File: src/rtl/pwm_multi_generator.sv
// Multi-channel PWM generator: shared prescaler and period counter (edge- or
// center-aligned), per-channel compare with shadowed duty/mode registers.
module pwm_multi_generator #(
    parameter int unsigned CHANNELS   = 4,
    parameter int unsigned DUTY_WIDTH = 8,
    parameter int unsigned DIV_WIDTH  = 32
) (
    input  logic                           cclk,
    input  logic                           rst,
    input  logic                           enable,
    input  logic [DIV_WIDTH-1:0]           frequency_division,
    input  logic [CHANNELS*DUTY_WIDTH-1:0] duty_cycle,
    input  logic                           mode,
    input  logic                           update,
    output logic [CHANNELS-1:0]            pwm,
    output logic                           period_start
);

    localparam int unsigned DUTY_BUS = CHANNELS * DUTY_WIDTH;
    localparam logic [DUTY_WIDTH-1:0] CNT_MAX = '1;

    typedef enum logic {
        DIR_UP   = 1'b0,
        DIR_DOWN = 1'b1
    } dir_t;

    logic [DIV_WIDTH-1:0]  r_presc;
    logic [DUTY_WIDTH-1:0] r_cnt;
    dir_t                  r_dir;
    logic [DUTY_BUS-1:0]   r_pend_duty;
    logic                  r_pend_mode;
    logic [DUTY_BUS-1:0]   r_act_duty;
    logic                  r_act_mode;
    logic                  r_en_d;
    logic [CHANNELS-1:0]   r_pwm;
    logic                  r_period_start;

    logic [DIV_WIDTH-1:0]  w_limit;
    logic                  w_tick;
    logic                  w_boundary;
    logic                  w_load;
    logic [DIV_WIDTH-1:0]  w_presc_next;
    logic [DUTY_WIDTH-1:0] w_cnt_next;
    dir_t                  w_dir_next;
    logic [CHANNELS-1:0]   w_pwm_next;

    // Divide ratios 0 and 1 both mean a tick every cycle; >= keeps a shrinking ratio safe.
    assign w_limit = (frequency_division > DIV_WIDTH'(1)) ?
                     (frequency_division - DIV_WIDTH'(1)) : '0;
    assign w_tick  = enable && (r_presc >= w_limit);

    // Period ends when cnt returns to 0: wrap in edge mode, end of down-slope in center mode.
    assign w_boundary = w_tick && ((r_dir == DIR_DOWN) ? (r_cnt == DUTY_WIDTH'(1))
                                                       : (!r_act_mode && (r_cnt == CNT_MAX)));
    assign w_load     = w_boundary || (enable && !r_en_d);

    always_comb begin
        w_presc_next = r_presc;
        w_cnt_next   = r_cnt;
        w_dir_next   = r_dir;
        if (!enable) begin
            w_presc_next = '0;
            w_cnt_next   = '0;
            w_dir_next   = DIR_UP;
        end else begin
            w_presc_next = w_tick ? '0 : (r_presc + DIV_WIDTH'(1));
            if (w_tick) begin
                if (w_boundary) begin
                    w_cnt_next = '0;
                    w_dir_next = DIR_UP;
                end else if (r_dir == DIR_DOWN) begin
                    w_cnt_next = r_cnt - DUTY_WIDTH'(1);
                end else if (r_act_mode && (r_cnt == CNT_MAX)) begin
                    w_cnt_next = CNT_MAX - DUTY_WIDTH'(1);
                    w_dir_next = DIR_DOWN;
                end else begin
                    w_cnt_next = r_cnt + DUTY_WIDTH'(1);
                end
            end
        end
    end

    always_comb begin
        w_pwm_next = '0;
        for (int i = 0; i < int'(CHANNELS); i++) begin
            w_pwm_next[i] = enable && (r_cnt < r_act_duty[i*DUTY_WIDTH +: DUTY_WIDTH]);
        end
    end

    always_ff @(posedge cclk or posedge rst) begin
        if (rst) begin
            r_presc        <= '0;
            r_cnt          <= '0;
            r_dir          <= DIR_UP;
            r_pend_duty    <= '0;
            r_pend_mode    <= 1'b0;
            r_act_duty     <= '0;
            r_act_mode     <= 1'b0;
            r_en_d         <= 1'b0;
            r_pwm          <= '0;
            r_period_start <= 1'b0;
        end else begin
            r_presc        <= w_presc_next;
            r_cnt          <= w_cnt_next;
            r_dir          <= w_dir_next;
            r_en_d         <= enable;
            r_pwm          <= w_pwm_next;
            r_period_start <= w_boundary;
            if (update) begin
                r_pend_duty <= duty_cycle;
                r_pend_mode <= mode;
            end
            // Shadow transfer reads pending before this edge's update capture.
            if (w_load) begin
                r_act_duty <= r_pend_duty;
                r_act_mode <= r_pend_mode;
            end
        end
    end

    assign pwm          = r_pwm;
    assign period_start = r_period_start;

endmodule

File: config.mk
export PLATFORM = sky130hd
export DESIGN_NAME = pwm_multi_generator
export DESIGN_NICKNAME = d
export VERILOG_FILES = /design/src/rtl/pwm_multi_generator.sv
export SDC_FILE = /design/constraint.sdc
export NUM_CORES = 1
export LEC_CHECK = 0
export ABC_AREA = 1
export CORE_ASPECT_RATIO = 0.75
export CORE_UTILIZATION = 45
export CTS_BUF_LIST = sky130_fd_sc_hd__clkbuf_8
export CTS_CLUSTER_DIAMETER = 50
export DETAILED_ROUTE_END_ITERATION = 10
export PLACE_DENSITY_LB_ADDON = 0.2
export SETUP_SLACK_MARGIN = 0.15
export SLEW_MARGIN = 0
export SYNTH_ARGS = -nofsm -noshare
export SYNTH_HDL_FRONTEND = slang
export SYNTH_SLANG_ARGS = --single-unit
File: constraint.sdc
create_clock -name cclk -period 5.1 [get_ports cclk]
set_input_delay 0.765 -clock cclk [delete_from_list [all_inputs] [get_ports cclk]]
set_output_delay 0.765 -clock cclk [all_outputs]
set_load 0.01 [all_outputs]
# Yosys cells after proc, flatten, opt, wreduce, memory -nomap -nowiden
# Index checks and enable logic that the tools add are counted.
[word_totals] word_cells=49 input_bits=69 register_bits=113 out_inout_bits=5
[op_classes] add_sub_neg=4 eq_ne=3 n_reduce_logical=12 order_cmp=6 mux=14
[op_table] operator="two-way mux 32 bit" count=3
[op_table] operator="two-way mux 8 bit" count=5
[op_table] operator="adder 32 x 1 -> 32 bit (second input constant)" count=1
[op_table] operator=">= comparator 32 bit" count=1
[op_table] operator="> comparator 32 x 1 -> 1 bit (second input constant)" count=1
[op_table] operator="< comparator 8 bit" count=4
[op_table] operator="subtractor 32 x 1 -> 32 bit (second input constant)" count=1
[op_table] operator="logical AND 1 bit" count=9
[op_table] operator="adder 8 x 1 -> 8 bit (second input constant)" count=1
[op_table] operator="== test 8 x 1 -> 1 bit (second input constant)" count=1
[op_table] operator="== test 8 bit (second input constant)" count=1
[op_table] operator="subtractor 8 x 1 -> 8 bit (second input constant)" count=1
[op_table] operator="two-way mux 1 bit" count=6
[op_table] operator="zero test 1 bit" count=2
[op_table] operator="!= test 2 x 1 -> 1 bit (second input constant)" count=1
[op_table] operator="logical OR 1 bit" count=1

# Depth between registers and ports, before layout
# Gate-level depths: netlist of run 1.
[depth] word_depth=8 ltp_mapped=27 mapped_depth_nobuf=26

# Worst setup path before layout of run 1
# No wires, ideal clock.
[synth_path] path_kind="input port to flip-flop" from="input frequency_division[1]" to="register r_act_duty[10]" path_stages=21 slack_ps=1843 path_buffers=1 setup_time_ps=117 required_time_ps=4983 arrival_time_ps=3140 path_cell_list="or2_1 -> nor2_4 -> nand2_4 -> nor2_8 -> nand3_4 -> nor2_4 -> inv_2 -> nor2_2 -> xor2_1 -> nand2_1 -> ha_1 -> nand2_1 -> nor2_1 -> nand4_1 -> a21oi_1 -> nor2_1 -> nand2_1 -> nand3_4 -> buf_2 -> nand3_1 -> nand2_1"
[synth_between] elab_chain_len=6 elab_cells_between_ends=7 classes_between="1 x add/sub; 2 x order compare; 1 x mux; 3 x reduce/logical"
[synth_rtl] item="from (decl)" line_no="11" rtl="input logic [DIV_WIDTH-1:0] frequency_division,"
[synth_rtl] item="subtractor 32 x 1 -> 32 bit / > comparator 32 x 1 -> 1 bit (equally long branches)" line_no="49, 48"
[synth_rtl] item="two-way mux 32 bit *" line_no="48" rtl="assign w_limit = (frequency_division > DIV_WIDTH'(1)) ?"
[synth_rtl] item=">= comparator 32 bit *" line_no="50" rtl="assign w_tick = enable && (r_presc >= w_limit);"
[synth_rtl] item="logical AND 1 bit *" line_no="50"
[synth_rtl] item="logical AND 1 bit *" line_no="53" rtl="assign w_boundary = w_tick && ((r_dir == DIR_DOWN) ? (r_cnt == DUTY_WIDTH'(1))"
[synth_rtl] item="logical OR 1 bit *" line_no="55" rtl="assign w_load = w_boundary || (enable && !r_en_d);"
[synth_rtl] item="to (signal assigned)" line_no="115" rtl="r_act_duty <= r_pend_duty;"
[synth_rtl] item="to (decl)" line_no="32" rtl="logic [DUTY_BUS-1:0] r_act_duty;"
# Every way passes the cells marked *; elsewhere a longest branch is shown, timed or not.
# A chain may end at the register's enable or synchronous reset.

# Worst setup path in the final report of run 1
[layout_path] from="input frequency_division[0]" to="register r_presc[21]"
[layout_between] elab_chain_len=6 elab_cells_between_ends=7 classes_between="1 x add/sub; 2 x order compare; 3 x mux; 1 x reduce/logical"
[layout_rtl] item="subtractor 32 x 1 -> 32 bit / > comparator 32 x 1 -> 1 bit (equally long branches)" line_no="49, 48"
[layout_rtl] item="two-way mux 32 bit *" line_no="48"
[layout_rtl] item=">= comparator 32 bit *" line_no="50"
[layout_rtl] item="logical AND 1 bit *" line_no="50"
[layout_rtl] item="two-way mux 32 bit *" line_no="66" rtl="w_presc_next = w_tick ? '0 : (r_presc + DIV_WIDTH'(1));"
[layout_rtl] item="two-way mux 32 bit *" line_no="61" rtl="if (!enable) begin"
[layout_rtl] item="via w_presc_next[21]" line_no="42" rtl="logic [DIV_WIDTH-1:0] w_presc_next;"
[layout_rtl] item="to (signal assigned)" line_no="103" rtl="r_presc <= w_presc_next;"
[layout_rtl] item="to (decl)" line_no="27" rtl="logic [DIV_WIDTH-1:0] r_presc;"
# The timed path passes the listed nets; every way through them passes the cells marked *.

==> impl_metrics.tcl, run 1 <==
set metrics [dict create \
    status "finished, final reports clean" \
    area.growth.synth_to_final_pct 17.3 \
    cts-hold-fix-buffers 0 \
    required_ns 5.47 \
    holdWs_ns 0.469 \
    final.setup.tns_ns 0 \
    register_area_um2 2830 \
    rsz_0062_raised_after_global_routing "no" \
    clkSlewWorstSetupHoldPaths_ns 0.07 \
    first_global_vias 5882 \
    cts-root-to-sink-buffers 2 \
    initial_utilization_pct 46.9 \
    worstSkewPairLatency_ns 0.43 \
    share_of_the_clock_period_used_by_the_worst_path_after_layout_pct 78.3 \
    synthesis.yosys.warnings 0 \
    num-fill-cells 1587 \
    max_slew_margin_pct 51.8 \
    slew_viol_final 0 \
    synth.mux.area_fraction_pct 4.85 \
    postCtsResizedCells 0 \
    post_synth_instance_area_um2 7660 \
    drc 0 \
    overflow 0 \
    antenna-diode-count 0 \
    num_io_pins 74 \
    hpwl_um 13200 \
    preCtsSetupSlack_ns 0.686 \
    final_hold_fails 0 \
    netlist-cell-type-count 43 \
    grt_antenna_before_repair 0 \
    routed_wire_length_um 17200 \
    firstDrtPassIters 7 \
    synth-adder-area-share_pct 10.8 \
    die_x_um 153 \
    power_density_nw_per_um2 240 \
    core-area_um2 16300 \
    detail_route.iter0.violations 465 \
    placement_rows 40 \
    post_synth_inst_count 968 \
    routed_vias_inst 5.10 \
    die-height_um 115 \
    post_synth.cell_area_avg_um2 7.91 \
    post_route_cells_drive_above_1_share_pct 10.9 \
    min_period_ns 3.99 \
    ys.flop_type "sky130_fd_sc_hd__dfrtp_1" \
    synth_compound_gate_area_share_pct 6.29 \
    post_synth_and_or_nand_nor_area_fraction_pct 29.7 \
    cts_made_buffers 17 \
    timing.setup.critical_path_class "input pin to flip-flop" \
    portBuffers 73 \
    critical_path.max_fanout 20 \
    startpoint_type "input pin" \
    ffs_w_async_s_r_synth_pct 100 \
    finish.net_count 1179 \
    final.setup.worst_slack_ns 1.11 \
    postSynthNetCount 1103 \
    average_wire_per_standard_cell_um 13.6 \
    clock.fmax_mhz 250 \
    die_area_um2 17600 \
    cts.htree.levels 4 \
    multi_input_comb_area_um2 4250 \
    post-cts-setup-buffers 0 \
    power_leakage_nw 4.37 \
    timing.clock.skew_ns 0.0102 \
    main_combinational_cell_family_by_area_after_synthesis "simple AND/OR/NAND/NOR gates" \
    grt_pass1_wl_um 29200 \
    largest_net_degree_at_the_start_of_global_routing 53 \
    yosys_register_bits 113 \
    synth_seq_area_share_pct 36.9 \
    final_cell_mix "sky130_fd_sc_hd__nand2_1 (220), sky130_fd_sc_hd__nor2_1 (114), sky130_fd_sc_hd__dfrtp_1 (113)" \
    maxCapViolations 0 \
    worst_hold_path_type "flip-flop to flip-flop" \
    final_wtd_congestion 0.905 \
    tightest_slew_ns 0.723 \
    timing.final.setup_violations 0 \
    critPathArrivalTime_ns 4.37 \
    synth_area_in_xor_xnor_pct 3.89 \
    gr-usage-all-layers_pct 20.9 \
    clock_sink_count 113 \
    tritoncts "yes" \
    clock-root-buffer "sky130_fd_sc_hd__clkbuf_8" \
    end_kind "flip-flop" \
    finish.utilization_pct 55.1 \
    synth_edf_count 0 \
    number_of_vias_after_detailed_routing 6463 \
    vdd.ir_drop.worst_mv 0.161 \
    layout.cells.most_common "sky130_fd_sc_hd__nand2_1" \
    ant_nets 0 \
]
## path summary, 6_finish.rpt
path                                            start               to  slack (ns)  cells past startpoint
worst min register to register         r_pend_duty[4]    r_act_duty[4]        0.47                      2
worst min-delay path                   r_pend_duty[4]    r_act_duty[4]        0.47                      2
worst max register to register             r_presc[0]      r_presc[21]        2.73                     15
min in group asynchronous                         rst  r_pend_duty[27]        0.77                      2
worst max-delay path            frequency_division[0]      r_presc[21]        1.11                     24
max in group asynchronous                         rst  r_pend_duty[13]        3.43                      3
## per-stage QoR
stage | instance area (um^2) | std cells | total power [W]
after floorplan | 7660 | 968 | 0.00121
after global placement | 8580 | 1235 | 0.00132
after detailed placement | 8580 | 1235 | 0.00133
after CTS | 8980 | 1267 | 0.00217
after global routing | 8980 | 1267 | 0.00227
final | 8980 | 1267 | 0.00216
## registers in the layout, summed over array words and instances, names as in the netlist
register and cells:
period_start 1, pwm 4, r_act_duty 32, r_act_mode 1, r_cnt 8, r_dir 1, r_en_d 1, r_pend_duty 32
r_pend_mode 1, r_presc 32
## cell families after synthesis
kind of cell | after synthesis
simple gates | 494
buf+inv | 144
flops | 113
compound gates | 84
fa+ha+maj | 66
xor+xnor | 34
mux | 33
## worst max-delay path: stages
cell,delay [ns]
sky130_fd_sc_hd__clkdlybuf4s50_1,0.58
sky130_fd_sc_hd__inv_1,0.09
sky130_fd_sc_hd__ha_1,0.25
sky130_fd_sc_hd__nand2_1,0.16
sky130_fd_sc_hd__nor2_4,0.07
sky130_fd_sc_hd__nand3_1,0.12
sky130_fd_sc_hd__nand2_1,0.07
sky130_fd_sc_hd__nand3_1,0.11
sky130_fd_sc_hd__buf_4,0.25
sky130_fd_sc_hd__nand3_1,0.10
sky130_fd_sc_hd__ha_1,0.30
sky130_fd_sc_hd__nand2_1,0.08
sky130_fd_sc_hd__nor2_1,0.05
sky130_fd_sc_hd__nand2_1,0.06
sky130_fd_sc_hd__nand2_1,0.04
sky130_fd_sc_hd__nor2_1,0.08
sky130_fd_sc_hd__nand2_1,0.07
sky130_fd_sc_hd__nand2_1,0.06
sky130_fd_sc_hd__nand2_1,0.08
sky130_fd_sc_hd__nand2_1,0.10
sky130_fd_sc_hd__nand3_1,0.30
sky130_fd_sc_hd__inv_1,0.37
sky130_fd_sc_hd__o211ai_1,0.13
sky130_fd_sc_hd__inv_1,0.07
## report_power, final
group | internal [W] | switching, W
logic | 0.000149 | 0.000154
clock network | 0.000458 | 0.000387
registers | 0.000966 | 0.0000407
## final cells by class
cell class	instances	area share, %
flip-flops and latches	113	31.5
multi-input cells	711	47.3
well taps	210	2.93
inverters	121	5.08
repair buffers	80	8.72
clock inverters	13	1.53
clock buffers	19	2.91
## synthesized netlist by cell type, drive strengths merged (4+ instances only)
master	number	area (um^2)
nand2	225	877
nor2	127	548
inv	121	454
dfrtp	113	2830
nand3	67	365
ha	66	826
a21oi	33	165
mux2	33	372
nor3	28	173
o21ai	26	130
xor2	25	219
nand4	21	131
buf	16	97.6
or2	11	68.8
nor4	9	68.8
xnor2	9	78.8
clkbuf	7	26.3
o211ai	5	37.5
a211o	4	35.0
a31oi	4	25.0
## layer usage
| layer | global-route usage [%] | up-vias | routed length, um |
|---|---|---|---|
| li1 | - | 3317 | - |
| met1 | 33.2 | 2978 | 9220 |
| met2 | 28.7 | 156 | 6770 |
| met3 | 3.84 | 12 | 1100 |
| met4 | 5.19 | 0 | 108 |
| met5 | 0 | - | 0 |
Power figures use the tool's default switching activity.
==> run 2, diff against run 1 <==
- clock period: 5.1 -> 3.6 ns (I/O delays scaled with it)
==> impl_metrics.tcl, run 2 (same netlist as run 1, synthesis figures left out) <==
set metrics [dict create \
    die_area_um2 17600 \
    num_io_pins 74 \
    overflow 0 \
    ant_nets 0 \
    firstDrtPassIters 7 \
    final_cell_mix "sky130_fd_sc_hd__nand2_1 (213), sky130_fd_sc_hd__dfrtp_1 (113), sky130_fd_sc_hd__inv_1 (107)" \
    status "finished, final reports clean" \
    power_density_nw_per_um2 328 \
    max_slew_margin_pct 46.9 \
    finish.net_count 1260 \
    final.setup.tns_ns 0 \
    share_of_the_clock_period_used_by_the_worst_path_after_layout_pct 90.1 \
    layout.cells.most_common "sky130_fd_sc_hd__nand2_1" \
    comb_power_share_pct 15.6 \
    largest_net_degree_at_the_start_of_global_routing 48 \
    clkSlewWorstSetupHoldPaths_ns 0.08 \
    number_of_vias_after_detailed_routing 6828 \
    die-height_um 115 \
    final_wtd_congestion 0.908 \
    sequentialPowerShare_pct 43.7 \
    power_switching_w 0.000867 \
    tightest_slew_ns 0.797 \
    biggestRegsByFlops "r_act_duty: 32 flops, r_pend_duty: 32 flops, r_presc: 32 flops" \
    finish.utilization_pct 60.9 \
    critPathArrivalTime_ns 3.56 \
    internal_power_w 0.00239 \
    core-area_um2 16300 \
    timing.setup.critical_path_class "input pin to flip-flop" \
    gr-usage-all-layers_pct 21.9 \
    initial_utilization_pct 46.9 \
    placement_rows 40 \
    num-fill-cells 1486 \
    worst_hold_path_type "flip-flop to flip-flop" \
    timing.clock.skew_ns 0.0123 \
    startpoint_type "input pin" \
    detail_route.iter0.violations 580 \
    required_ns 3.92 \
    vdd.ir_drop.worst_mv 0.349 \
    maxCapViolations 0 \
    routed_wire_length_um 18900 \
    cts.htree.levels 4 \
    cts_made_buffers 17 \
    portBuffers 73 \
    die_x_um 153 \
    post_route_cells_drive_above_1_share_pct 20.0 \
    grt_pass1_wl_um 30700 \
    slew_viol_final 0 \
    switching_share_pct 26.6 \
    drc 0 \
    cts-root-to-sink-buffers 2 \
    final_hold_fails 0 \
    routed_vias_inst 5.07 \
    first_global_vias 6235 \
    worstSkewPairLatency_ns 0.44 \
    holdWs_ns 0.468 \
    min_period_ns 3.24 \
    rsz_0062_raised_after_global_routing "no" \
    clock.fmax_mhz 308 \
    clock-root-buffer "sky130_fd_sc_hd__clkbuf_8" \
    grt_antenna_before_repair 0 \
    critical_path.max_fanout 6 \
    average_wire_per_standard_cell_um 14.0 \
    clkPwrFrac_pct 40.7 \
    clock_sink_count 113 \
    end_kind "flip-flop" \
    power_leakage_nw 5.01 \
    area.growth.synth_to_final_pct 29.7 \
    register_area_um2 2830 \
    multi_input_comb_area_um2 4380 \
    tritoncts "yes" \
    hpwl_um 14100 \
    timing.final.setup_violations 0 \
    antenna-diode-count 0 \
]
run 2: worst paths after layout:
kind | slack, ns | end | from | cells past startpoint
hold reg to reg | 0.47 | r_act_duty[3] | r_pend_duty[3] | 2
hold / removal | 0.47 | r_act_duty[3] | r_pend_duty[3] | 2
setup reg to reg | 1.44 | r_act_duty[31] | r_presc[0] | 17
max in group asynchronous | 2.23 | r_en_d | rst | 3
min in group asynchronous | 0.54 | r_pend_duty[26] | rst | 2
setup / recovery | 0.36 | r_act_duty[31] | frequency_division[18] | 24
run 2: cell type report:
cell class                      count  share of cell area (%)
Inverter                          121                    4.64
Clock inverter                     15                    2.12
Timing Repair Buffer              161                    15.7
Multi-Input combinational cell    711                    44.1
Tap cell                          210                    2.65
Sequential cell                   113                    28.5
Clock buffer                       17                    2.36
run 2: power groups by stage:
stage | logic, W | registers, W | clock network [W]
floorplan | 0.000279 | 0.00143 | 0
finish | 0.000508 | 0.00143 | 0.00133
CTS | 0.000495 | 0.00142 | 0.00135
detailed placement | 0.000491 | 0.00145 | 0
global placement | 0.000475 | 0.00145 | 0
global route | 0.000576 | 0.00144 | 0.00140
run 2: routing by layer:
layer  routed length, um  GRT usage, %  vias up
li1                    -             -     3487
met1                9940          33.7     3158
met2                7620          30.8      171
met3                1170          4.75       12
met4                 160          5.19        0
met5                   0             0        -
run 2: through the flow:
| stage | power, W | setup slack, ns | instance area, um^2 | instances |
|---|---|---|---|---|
| global route | 0.00342 | 0.159 | 9930 | 1348 |
| detailed placement | 0.00194 | -0.330 | 9190 | 1309 |
| floorplan | 0.00171 | 0.568 | 7660 | 968 |
| global placement | 0.00192 | -0.317 | 9190 | 1309 |
| CTS | 0.00327 | 0.179 | 9640 | 1341 |
| finish | 0.00326 | 0.358 | 9930 | 1348 |
run 2: critical path, cell delays in order:
cell                              delay [ns]
sky130_fd_sc_hd__clkdlybuf4s50_1        0.42
sky130_fd_sc_hd__nor2_1                 0.10
sky130_fd_sc_hd__inv_1                  0.05
sky130_fd_sc_hd__nor2_1                 0.08
sky130_fd_sc_hd__inv_1                  0.06
sky130_fd_sc_hd__nor2_1                 0.13
sky130_fd_sc_hd__nand4_1                0.19
sky130_fd_sc_hd__inv_2                  0.14
sky130_fd_sc_hd__buf_4                  0.11
sky130_fd_sc_hd__o211ai_1               0.08
sky130_fd_sc_hd__buf_4                  0.18
sky130_fd_sc_hd__nand2_1                0.07
sky130_fd_sc_hd__ha_1                   0.24
sky130_fd_sc_hd__nand2_2                0.08
sky130_fd_sc_hd__nor2_1                 0.05
sky130_fd_sc_hd__nor3b_1                0.19
sky130_fd_sc_hd__nand2_1                0.10
sky130_fd_sc_hd__nor2_2                 0.12
sky130_fd_sc_hd__nand2_2                0.09
sky130_fd_sc_hd__nand3_4                0.12
sky130_fd_sc_hd__nand2_8                0.12
sky130_fd_sc_hd__clkbuf_16              0.21
sky130_fd_sc_hd__nand2_1                0.07
sky130_fd_sc_hd__nand2_1                0.05
run 2: repair_timing:
action,CTS,global route
resized for setup,1,60
endpoints found under the setup margin,22,75
buffers inserted,0,3
hold buffers,0,0
hold endpoints to repair,0,0
cloned,0,4
pin swaps,0,25
